File: src/rtl/riscv_ctrl_pkg.sv
// Shared definitions for the multicycle RV32 main control FSM.
// Contents: opcode constants, ALU op / mux select encodings, the FSM state enum, the
// registered Moore output bundle and a helper that decodes a state into that bundle.
package riscv_ctrl_pkg;

    // Opcodes (instr[6:0])
    localparam logic [6:0] OPC_LOAD   = 7'b0000011;
    localparam logic [6:0] OPC_STORE  = 7'b0100011;
    localparam logic [6:0] OPC_OP     = 7'b0110011;
    localparam logic [6:0] OPC_OP_IMM = 7'b0010011;
    localparam logic [6:0] OPC_BRANCH = 7'b1100011;
    localparam logic [6:0] OPC_JAL    = 7'b1101111;

    // alu_op encodings consumed by alu_decoder
    localparam logic [1:0] ALU_OP_ADD   = 2'b00;
    localparam logic [1:0] ALU_OP_SUB   = 2'b01;
    localparam logic [1:0] ALU_OP_FUNCT = 2'b10;

    // ALU operand A select
    localparam logic [1:0] SRCA_PC    = 2'b00;
    localparam logic [1:0] SRCA_OLDPC = 2'b01;
    localparam logic [1:0] SRCA_RS1   = 2'b10;

    // ALU operand B select
    localparam logic [1:0] SRCB_RS2  = 2'b00;
    localparam logic [1:0] SRCB_IMM  = 2'b01;
    localparam logic [1:0] SRCB_FOUR = 2'b10;

    // Result bus select
    localparam logic [1:0] RES_ALUOUT  = 2'b00;
    localparam logic [1:0] RES_MEMDATA = 2'b01;
    localparam logic [1:0] RES_ALURES  = 2'b10;

    typedef enum logic [3:0] {
        StRstIdle  = 4'd0,
        StFetch    = 4'd1,
        StDecode   = 4'd2,
        StMemAdr   = 4'd3,
        StMemRead  = 4'd4,
        StMemWb    = 4'd5,
        StMemWrite = 4'd6,
        StExecR    = 4'd7,
        StExecI    = 4'd8,
        StAluWb    = 4'd9,
        StBranch   = 4'd10,
        StJal      = 4'd11,
        StIllegal  = 4'd12,
        StBusErr   = 4'd13
    } ctrl_state_e;

    // Outputs that depend on state alone. pc_write here covers only the unconditional JAL
    // case; the FETCH and BRANCH contributions are combined in later.
    typedef struct packed {
        logic       mem_req;
        logic       mem_we;
        logic       adr_src;
        logic       pc_write;
        logic [1:0] alu_src_a;
        logic [1:0] alu_src_b;
        logic [1:0] alu_op;
        logic       alu_funct7_en;
        logic [1:0] result_src;
        logic       reg_write;
        logic       illegal_instr;
        logic       bus_error;
    } ctrl_out_t;

    function automatic ctrl_out_t moore_outputs(ctrl_state_e st);
        ctrl_out_t o;
        o = '0;
        case (st)
            StFetch: begin
                o.mem_req    = 1'b1;
                o.alu_src_a  = SRCA_PC;
                o.alu_src_b  = SRCB_FOUR;
                o.alu_op     = ALU_OP_ADD;
                o.result_src = RES_ALURES;
            end
            StDecode: begin
                o.alu_src_a = SRCA_OLDPC;
                o.alu_src_b = SRCB_IMM;
                o.alu_op    = ALU_OP_ADD;
            end
            StMemAdr: begin
                o.alu_src_a = SRCA_RS1;
                o.alu_src_b = SRCB_IMM;
                o.alu_op    = ALU_OP_ADD;
            end
            StMemRead: begin
                o.mem_req = 1'b1;
                o.adr_src = 1'b1;
            end
            StMemWb: begin
                o.result_src = RES_MEMDATA;
                o.reg_write  = 1'b1;
            end
            StMemWrite: begin
                o.mem_req = 1'b1;
                o.mem_we  = 1'b1;
                o.adr_src = 1'b1;
            end
            StExecR: begin
                o.alu_src_a     = SRCA_RS1;
                o.alu_src_b     = SRCB_RS2;
                o.alu_op        = ALU_OP_FUNCT;
                o.alu_funct7_en = 1'b1;
            end
            StExecI: begin
                o.alu_src_a = SRCA_RS1;
                o.alu_src_b = SRCB_IMM;
                o.alu_op    = ALU_OP_FUNCT;
            end
            StAluWb: begin
                o.result_src = RES_ALUOUT;
                o.reg_write  = 1'b1;
            end
            StBranch: begin
                o.alu_src_a  = SRCA_RS1;
                o.alu_src_b  = SRCB_RS2;
                o.alu_op     = ALU_OP_SUB;
                o.result_src = RES_ALUOUT;
            end
            StJal: begin
                o.alu_src_a  = SRCA_OLDPC;
                o.alu_src_b  = SRCB_FOUR;
                o.alu_op     = ALU_OP_ADD;
                o.result_src = RES_ALUOUT;
                o.pc_write   = 1'b1;
            end
            StIllegal: o.illegal_instr = 1'b1;
            StBusErr:  o.bus_error = 1'b1;
            default: ;
        endcase
        return o;
    endfunction

endpackage

File: src/rtl/ctrl_mem_timeout.sv
// Memory wait-state watchdog for the main control FSM.
// Ports:
//   clk_i      core clock
//   rst_i      synchronous active-high reset
//   clear_i    zero the counter (not waiting, or the transfer completes this cycle)
//   en_i       FSM is in a memory wait state
//   ready_i    memory completes the request this cycle
//   expired_o  counter already at MEM_TIMEOUT and still no ready: give up this cycle
module ctrl_mem_timeout #(
    parameter int unsigned MEM_TIMEOUT = 255,
    parameter int unsigned TMO_W       = 8
) (
    input  logic clk_i,
    input  logic rst_i,
    input  logic clear_i,
    input  logic en_i,
    input  logic ready_i,
    output logic expired_o
);

    localparam logic [TMO_W-1:0] Limit = TMO_W'(MEM_TIMEOUT);

    logic [TMO_W-1:0] count_q, count_d;
    logic             at_limit;

    assign at_limit = (count_q == Limit);

    // Saturates at Limit so a stuck bus can never wrap back into a false "still in time".
    always_comb begin
        count_d = count_q;
        if (clear_i) begin
            count_d = '0;
        end else if (en_i && !ready_i && !at_limit) begin
            count_d = count_q + 1'b1;
        end
    end

    // A ready arriving on the limit cycle is a normal completion, not an error.
    assign expired_o = en_i && !ready_i && at_limit;

    always_ff @(posedge clk_i) begin
        if (rst_i) begin
            count_q <= '0;
        end else begin
            count_q <= count_d;
        end
    end

endmodule

File: src/rtl/multicycle_main_control.sv
// Main control FSM of the multicycle RV32 core.
// Sequences fetch/decode/execute/memory/writeback, drives datapath selects and enables,
// runs the mem_req/mem_ready handshake with a wait timeout, and flags illegal opcodes and
// bus timeouts.
// Ports:
//   clk_i, rst_i          clock, synchronous active-high reset
//   opcode_i              instr[6:0] from the instruction register
//   zero_i                ALU zero flag (beq decision)
//   mem_ready_i           memory completes the current request
//   mem_req_o, mem_we_o   memory request / write qualifier
//   adr_src_o             0: PC, 1: ALUOut as memory address
//   ir_write_o            load instruction register
//   pc_write_o            load PC from result bus
//   alu_src_a_o/b_o       ALU operand selects
//   alu_op_o              00 ADD, 01 SUB, 10 funct-decoded
//   alu_funct7_en_o       lets funct7[5] through to alu_decoder (R-type only)
//   result_src_o          00 ALUOut, 01 mem data, 10 ALU result
//   reg_write_o           register file write enable
//   illegal_instr_o       illegal opcode seen
//   bus_error_o           memory wait exceeded MEM_TIMEOUT
module multicycle_main_control
    import riscv_ctrl_pkg::*;
#(
    parameter int unsigned MEM_TIMEOUT     = 255,
    parameter int unsigned TMO_W           = 8,
    parameter bit          HALT_ON_ILLEGAL = 1'b1
) (
    input  logic       clk_i,
    input  logic       rst_i,
    input  logic [6:0] opcode_i,
    input  logic       zero_i,
    input  logic       mem_ready_i,
    output logic       mem_req_o,
    output logic       mem_we_o,
    output logic       adr_src_o,
    output logic       ir_write_o,
    output logic       pc_write_o,
    output logic [1:0] alu_src_a_o,
    output logic [1:0] alu_src_b_o,
    output logic [1:0] alu_op_o,
    output logic       alu_funct7_en_o,
    output logic [1:0] result_src_o,
    output logic       reg_write_o,
    output logic       illegal_instr_o,
    output logic       bus_error_o
);

    ctrl_state_e state_q, state_d;
    ctrl_out_t   out_q;
    logic        in_wait;
    logic        tmo_expired;

    assign in_wait = (state_q == StFetch) || (state_q == StMemRead) || (state_q == StMemWrite);

    ctrl_mem_timeout #(
        .MEM_TIMEOUT (MEM_TIMEOUT),
        .TMO_W       (TMO_W)
    ) u_mem_timeout (
        .clk_i     (clk_i),
        .rst_i     (rst_i),
        .clear_i   (!in_wait || mem_ready_i),
        .en_i      (in_wait),
        .ready_i   (mem_ready_i),
        .expired_o (tmo_expired)
    );

    always_comb begin
        state_d = state_q;
        case (state_q)
            StRstIdle: state_d = StFetch;
            StFetch: begin
                if (mem_ready_i) begin
                    state_d = StDecode;
                end else if (tmo_expired) begin
                    state_d = StBusErr;
                end
            end
            StDecode: begin
                case (opcode_i)
                    OPC_LOAD, OPC_STORE: state_d = StMemAdr;
                    OPC_OP:              state_d = StExecR;
                    OPC_OP_IMM:          state_d = StExecI;
                    OPC_BRANCH:          state_d = StBranch;
                    OPC_JAL:             state_d = StJal;
                    default:             state_d = StIllegal;
                endcase
            end
            StMemAdr: state_d = (opcode_i == OPC_LOAD) ? StMemRead : StMemWrite;
            StMemRead: begin
                if (mem_ready_i) begin
                    state_d = StMemWb;
                end else if (tmo_expired) begin
                    state_d = StBusErr;
                end
            end
            StMemWb: state_d = StFetch;
            StMemWrite: begin
                if (mem_ready_i) begin
                    state_d = StFetch;
                end else if (tmo_expired) begin
                    state_d = StBusErr;
                end
            end
            StExecR, StExecI: state_d = StAluWb;
            StAluWb:          state_d = StFetch;
            StBranch:         state_d = StFetch;
            StJal:            state_d = StAluWb;   // rd <= PC+4 via ALUOut
            StIllegal, StBusErr: state_d = HALT_ON_ILLEGAL ? state_q : StFetch;
            default:          state_d = StRstIdle;
        endcase
    end

    // Moore outputs are registered from the next state so they line up with state_q.
    always_ff @(posedge clk_i) begin
        if (rst_i) begin
            state_q <= StRstIdle;
            out_q   <= '0;
        end else begin
            state_q <= state_d;
            out_q   <= moore_outputs(state_d);
        end
    end

    assign ir_write_o = (state_q == StFetch) && mem_ready_i;
    assign pc_write_o = out_q.pc_write || ir_write_o || ((state_q == StBranch) && zero_i);

    assign mem_req_o       = out_q.mem_req;
    assign mem_we_o        = out_q.mem_we;
    assign adr_src_o       = out_q.adr_src;
    assign alu_src_a_o     = out_q.alu_src_a;
    assign alu_src_b_o     = out_q.alu_src_b;
    assign alu_op_o        = out_q.alu_op;
    assign alu_funct7_en_o = out_q.alu_funct7_en;
    assign result_src_o    = out_q.result_src;
    assign reg_write_o     = out_q.reg_write;
    assign illegal_instr_o = out_q.illegal_instr;
    assign bus_error_o     = out_q.bus_error;

endmodule

File: config.mk
export PLATFORM = sky130hd
export DESIGN_NAME = multicycle_main_control
export DESIGN_NICKNAME = d
export VERILOG_FILES = /design/src/rtl/riscv_ctrl_pkg.sv /design/src/rtl/ctrl_mem_timeout.sv /design/src/rtl/multicycle_main_control.sv
export SDC_FILE = /design/constraint.sdc
export NUM_CORES = 1
export LEC_CHECK = 0
export CAP_MARGIN = 20
export CORE_MARGIN = 5
export CORE_UTILIZATION = 51
export DETAILED_ROUTE_END_ITERATION = 8
export HOLD_SLACK_MARGIN = 0.08
export PLACE_DENSITY = 0.89
export RECOVER_POWER = 25
export SYNTH_ARGS = -nofsm -noshare
export SYNTH_HDL_FRONTEND = slang
export SYNTH_SLANG_ARGS = --single-unit
File: constraint.sdc
create_clock -name clk_i -period 2.3 [get_ports clk_i]
set_input_delay 0.575 -clock clk_i [delete_from_list [all_inputs] [get_ports clk_i]]
set_output_delay 0.575 -clock clk_i [all_outputs]
set_load 0.005 [all_outputs]
==> results of run 1 <==
-- per-layer routing --
layer	GRT usage [%]	up-vias	share of wire [%]
met4	6.33	0	2.0
met5	0	-	0
met1	18.2	630	40
met2	36.7	20	56
met3	3.63	8	2.5
li1	-	644	-
-- worst register-to-register path: stages (launching register included) --
cell      delay (ns)
dfxtp_1         0.56
nor4b_4         0.45
o31ai_4         0.17
o211ai_4        0.11
buf_4           0.20
nand2_4         0.07
or4_1           0.41
o31ai_1         0.08
-- cell usage in the layout, fill, tap and decap left out, drive strengths merged, types with 4 or more instances in the layout --
master and instances:
dfxtp 28, nand2b 5, dlygate4sd3 11, nand4 4
buf 27, o21ai 4, nor2b 6, xor2 6
a211oi 4, nand3 6, clkdlybuf4s50 14, nand2 11
nor2 15, clkbuf 4, nor3 9
-- cell families after synthesis --
family / after synthesis / share of synthesized area (%)
and+or+nand+nor: 76 / 31.7
adders and majority gates: 1 / 0.826
AOI/OAI and AO/OA: 25 / 18.2
buffers and inverters: 17 / 7.10
xor gates and xnor gates: 9 / 5.20
DFF: 28 / 37.0
-- worst max path at each step --
stage	to	slack, ns	cells past startpoint
after floorplan	alu_src_b_o[0]	0.21	6
after global placement	pc_write_o	-0.22	4
after detailed placement	alu_src_b_o[1]	-0.30	7
after CTS	pc_write_o	0.03	4
after global routing	mem_we_o	0.009	6
final	mem_req_o	0.07	8
-- stage by stage --
step                hold slack (ns)  cell area (um2)  power, mW  setup slack [ns]  setup TNS (ns)
CTS                           0.512             1960       1.32            0.0280               0
global route                  0.539             1960       1.39           0.00874               0
finish                        0.505             1960       1.31            0.0671               0
global placement              0.465             1930       1.09            -0.224           -3.21
floorplan                     0.451             1520      0.899             0.210               0
detailed placement            0.488             1930       1.12            -0.299           -4.41
-- cell type report --
class / instances / area (um2)
tap: 31 / 38.8
sequential: 28 / 561
fill: 212 / 842
clock buffer: 3 / 22.5
multi-input combinational: 111 / 867
timing repair buffer: 54 / 467
inverter: 2 / 7.51
-- where the power goes --
group / switching, mW / internal, mW / leakage [nW]
clock: 0.137 / 0.0616 / 0.0138
combinational: 0.268 / 0.277 / 0.517
sequential: 0.0282 / 0.534 / 0.227
-- state kept, by name, indices dropped and copies added, names as in the netlist, 2 cells and up --
name and count:
alu_src_a_o 2, alu_src_b_o 2, u_mem_timeout.count_q 8, result_src_o 2, state_q 4, alu_op_o 2
-- what timing repair did --
item	in CTS	in global routing
setup endpoints to repair	2	10
resized for setup	3	5
pin swaps	1	1
==> results.md, run 1 <==
* WP data required at 2.54 ns
* Worst-skew pair later-pin latency at ~0.33 ns
* Status: completed
* Top cell type's share of synthesized area at between 30% and 40%
* Post-synth net total at 168
* CTS tree: built
* Num CTS Buffers at 3
* Sequential area share after synthesis at between 30% and 40%
* Setup Viol. Count Final at 0
* Hold crit path type: flip-flop to flip-flop
* Proportion of layout cells with a drive suffix above 1 at between 20% and 30%
* Routability cong. at about 0.81
* Max clock buf depth at 2
* Core box area at around 2800 um2
* CP Launch Type: primary input
* Cell family with most CP delay: simple AND/OR/NAND/NOR gates
* Biggest area consumer among synthesized cells: dfxtp_1
* Syn avg cell area at about 10 um2
* Total Wirelength at 3580 um
* Top Ports at 28
* LEAKAGE at between 0.7 and 0.8 nW
* Area grow syn2layout at 29.6%
* Htree depth at 1
* Final net count at ~210
* Fin. Hold Viols at 0
* Critical path's slowest cell: or3_4
* Reg2reg path depth at 7
* Hold wc startpoint: u_mem_timeout.count_q[6]
* Least-Margin Pin Slew at between 0.4 and 0.5 ns
* Maximum number of pins on one net before global-route repair at 15
* Final HPWL DP at 2880 um
* Yosys Warn Count at 0
* FFs w/ async S/R, synth at 0%
* Initial antenna violation count at 0
* Crit-path cells: clkdlybuf4s50_1 -> or3_4 -> o31ai_4 -> buf_4 -> o211ai_2 -> nand2b_1 -> nor3_1 -> or2_1
* Worst Hold Path EP: u_mem_timeout.count_q[6]
* Pwr/cell area at 666 nW/um2
* Max-slew violations at 0
* Rows at 19
* Crit path DAT at around 2.5 ns
* Tot GR Track Use at between 10% and 20%
* Cell with the most instances after synthesis: dfxtp_1
* Initial Util at a little over half
* Most frequent cells after synthesis: dfxtp_1, nor2_1, buf_4
* R2R setup slack at around 0.18 ns
* PortBufs at 27
* Worst R2R End: alu_src_b_o[0]
* Die Y at approximately 65 um
* Post-synth EDFFs at 0
* Period utilization at a little under 100%
* Main area contributors after synthesis: dfxtp_1, buf_4, nor2_1, xor2_1, nor3_1
* First-pass DRT Iterations at 4
* Reg clk slew, reported paths at 0.14 ns
* Post-CTS Repair Setup Buffers at 0
* Most used DFF post-synth: dfxtp_1
* Via count at approximately 1,300
* Clock Sink Count at 28
* Post-layout minimum cycle time at around 2.2 ns
* Initial DRC Count at 31
* Relative slew slack at 67.9%
* Peak supply drop at between 0.0004 and 0.0005 V
* Maximum clock frequency at around 450 MHz
* GR Overflow Total at 0
* Vias in the first global route at between 1,000 and 1,500
* R2R Path Start: state_q[1]
* Drc violations at 0
* Clk_skew at between 0.008 and 0.009 ns
* Diodes inserted at 0
* Non-Filler Instances at ~230
* Via density at 5.69
* Synth Instances at between 150 and 200
* Buf/Inv on CP at 2
* Max_cap viols at 0
* First-pass GRT wire length at 5940 um
* Root buf cell: clkbuf_4
* Die area at ~4200 um2
* Yosys reg bits at 28
* Kind of critical path: primary input to flip-flop
* Post-synth cell types at between 50 and 60
* Cell Area, Synth at ~1500 um2
* Worst hold stages at 2
* Final antenna-violating net count at 0
* Critical Path Source: opcode_i[2]
* Final core utilization at a little over two thirds
* RSZ-0062 raised after global routing: false
* Routed len/inst at 15.6 um
* Max Fanout on Critical Path at 5
* Cells after DPL at 226
* Max stage delay on crit path at 0.45 ns
* Cts hold-fix bufs at 0
* Chip Width at between 60 and 70 um
* Setup crit end kind: flip-flop
(Power assumes the default switching activity.)
==> run 2, diff against run 1 <==
--- a/config.mk
+++ b/config.mk
@@ -10,7 +10,7 @@
 export CORE_UTILIZATION = 51
 export DETAILED_ROUTE_END_ITERATION = 8
 export HOLD_SLACK_MARGIN = 0.08
-export PLACE_DENSITY = 0.89
+export PLACE_DENSITY = 0.76
 export RECOVER_POWER = 25
 export SYNTH_ARGS = -nofsm -noshare
 export SYNTH_HDL_FRONTEND = slang
==> run 2 against run 1 <==
Cell area up 1.8%. Sequential power is 0.9% higher. Critical path depth down 4. Wire length decreased by 2.6%. Worst setup slack lost 0.030 ns. Die area unchanged. Register-to-register slack about the same.
==> results.md, run 2 (synthesized netlist as in run 1, its figures left out) <==
* Cell family with most CP delay: buffers and inverters
* Final HPWL DP at roughly 2800 um
* Routed len/inst at 15.2 um
* Diodes inserted at 0
* Maximum number of pins on one net before global-route repair at 17
* Final core utilization at a little under three quarters
* Fin. Hold Viols at 0
* Setup Viol. Count Final at 0
* Maximum clock frequency at 442 MHz
* Initial Util at 54.0%
* First-pass DRT Iterations at 4
* Max Fanout on Critical Path at 3
* Top layer in use: met4
* Pwr/cell area at roughly 710 nW/um2
* Critical Path Source: mem_ready_i
* Via count at 1,308
* Placed cell areas at slightly below 2000 um2
* R2R Path Start: state_q[1]
* Most common cell after layout, fill and taps aside: dfxtp_1
* PortBufs at 27
* Root buf cell: clkbuf_4
* Final antenna-violating net count at 0
* Critical path's slowest cell: clkdlybuf4s50_1
* Post-CTS Repair Setup Buffers at 0
* Area grow syn2layout at 31.9%
* Total Power at 1.43 mW
* Least-Margin Pin Slew at just under 0.5 ns
* Initial antenna violation count at 0
* Via density at around 5.7
* Period utilization at between 90 and 100%
* Worst R2R End: alu_src_b_o[0]
* Met2 wire len at between 1500 and 2000 um
* R2R setup slack at roughly 0.18 ns
* Vias in the first global route at ~1,400
* CP Launch Type: primary input
* Buf/Inv on CP at 2
* Initial DRC Count at 63
* Met1 WL at ~1400 um
* Relative slew slack at between 60% and 70%
* Post-layout minimum cycle time at 2.26 ns
* LEAKAGE at around 0.78 nW
* Worst-skew pair later-pin latency at between 0.3 and 0.4 ns
* RSZ-0062 raised after global routing: true
* Core box area at about 2800 um2
* Drc violations at 0
* Cts hold-fix bufs at 0
* GR Overflow Total at 0
* Max stage delay on crit path at approximately 0.5 ns
* Total Wirelength at ~3500 um
* Proportion of layout cells with a drive suffix above 1 at between 20% and 30%
* Die Y at roughly 65 um
* Rows at 19
* Worst Hold Path EP: u_mem_timeout.count_q[6]
* Final net count at 212
* Clk_skew at approximately 0.0037 ns
* Post-route cell area at 2000 um2
* Setup crit end kind: primary output
* Max-slew violations at 0
* Crit path DAT at about 1.7 ns
* Crit-path cells: clkdlybuf4s50_1 -> nor4b_4 -> a211o_1 -> dlygate4sd2_1
* Hold wc startpoint: u_mem_timeout.count_q[6]
* WL met3 at around 80 um
* Reg with most FFs: u_mem_timeout.count_q
* Top Ports at 28
* Status: completed
* Reg clk slew, reported paths at around 0.15 ns
* CTS tree: built
* Peak supply drop at 0.000482 V
* Hold crit path type: flip-flop to flip-flop
* Die area at 4160 um2
* Worst hold stages at 2
* Htree depth at 1
* Biggest regs: u_mem_timeout.count_q: 8 flops, state_q: 4 flops
* Non-Filler Instances at 230
* Number of flip-flops in the largest register at 8
* Tot GR Track Use at a little under a fifth
* Reg2reg path depth at 7
* Cells after DPL at roughly 230
* Kind of critical path: primary input to primary output
* Chip Width at between 60 and 70 um
* Max_cap viols at 0
* WP data required at 1.73 ns
* Routability cong. at about 0.85
* Clock Sink Count at 28
* Num CTS Buffers at 3
* First-pass GRT wire length at between 6000 and 7000 um
* Most frequent cells in the layout: dfxtp_1, buf_4, nor2_1, clkdlybuf4s50_1, dlygate4sd3_1
* Max clock buf depth at 2
## run 2: timing repair
item,in CTS,in global routing
pin swaps,1,2
setup endpoints to repair,2,11
gates resized for setup,3,3
## run 2: metal layers
| layer | GRT usage [%] | vias to the layer above |
|---|---|---|
| met5 | 0 | - |
| met4 | 2.90 | 0 |
| met3 | 3.28 | 4 |
| met2 | 36.3 | 22 |
| met1 | 20.8 | 642 |
| li1 | - | 640 |
## run 2: stage by stage
stage	hold WS, ns	setup slack (ns)	setup TNS (ns)
after floorplan	0.451	0.210	0
after global placement	0.466	-0.221	-3.00
after detailed placement	0.481	-0.285	-3.92
after CTS	0.508	0.0243	0
after global routing	0.524	-0.00990	-0.00990
final	0.510	0.0369	0
## run 2: power breakdown
group / total, mW / switching, mW / internal, mW / leakage, nW
Combinational: 0.543 / 0.261 / 0.282 / 0.521
Sequential: 0.567 / 0.0329 / 0.534 / 0.227
Clock: 0.316 / 0.140 / 0.176 / 0.0279
## run 2: worst max-delay path by stage
stage,end,cells past startpoint
after detailed placement,pc_write_o,4
after global placement,pc_write_o,4
after CTS,pc_write_o,4
after floorplan,alu_src_b_o[0],6
after global routing,alu_src_b_o[0],6
final,pc_write_o,4
## run 2: worst register-to-register path: stages (launching register included)
cell and delay (ns):
dfxtp_1 0.58, nor4b_4 0.44, o31ai_4 0.16, o211ai_4 0.11, buf_4 0.20, nand2_4 0.06, or4_1 0.39, o31ai_1 0.09
## run 2: layout make-up
type                       count  area (um2)
sequential                    28         561
tap                           31        38.8
fill                         223         807
multi-input combinational    111         868
timing repair buffer          54         470
clock buffer                   3        22.5
clock inverter                 1        30.0
inverter                       2        7.51
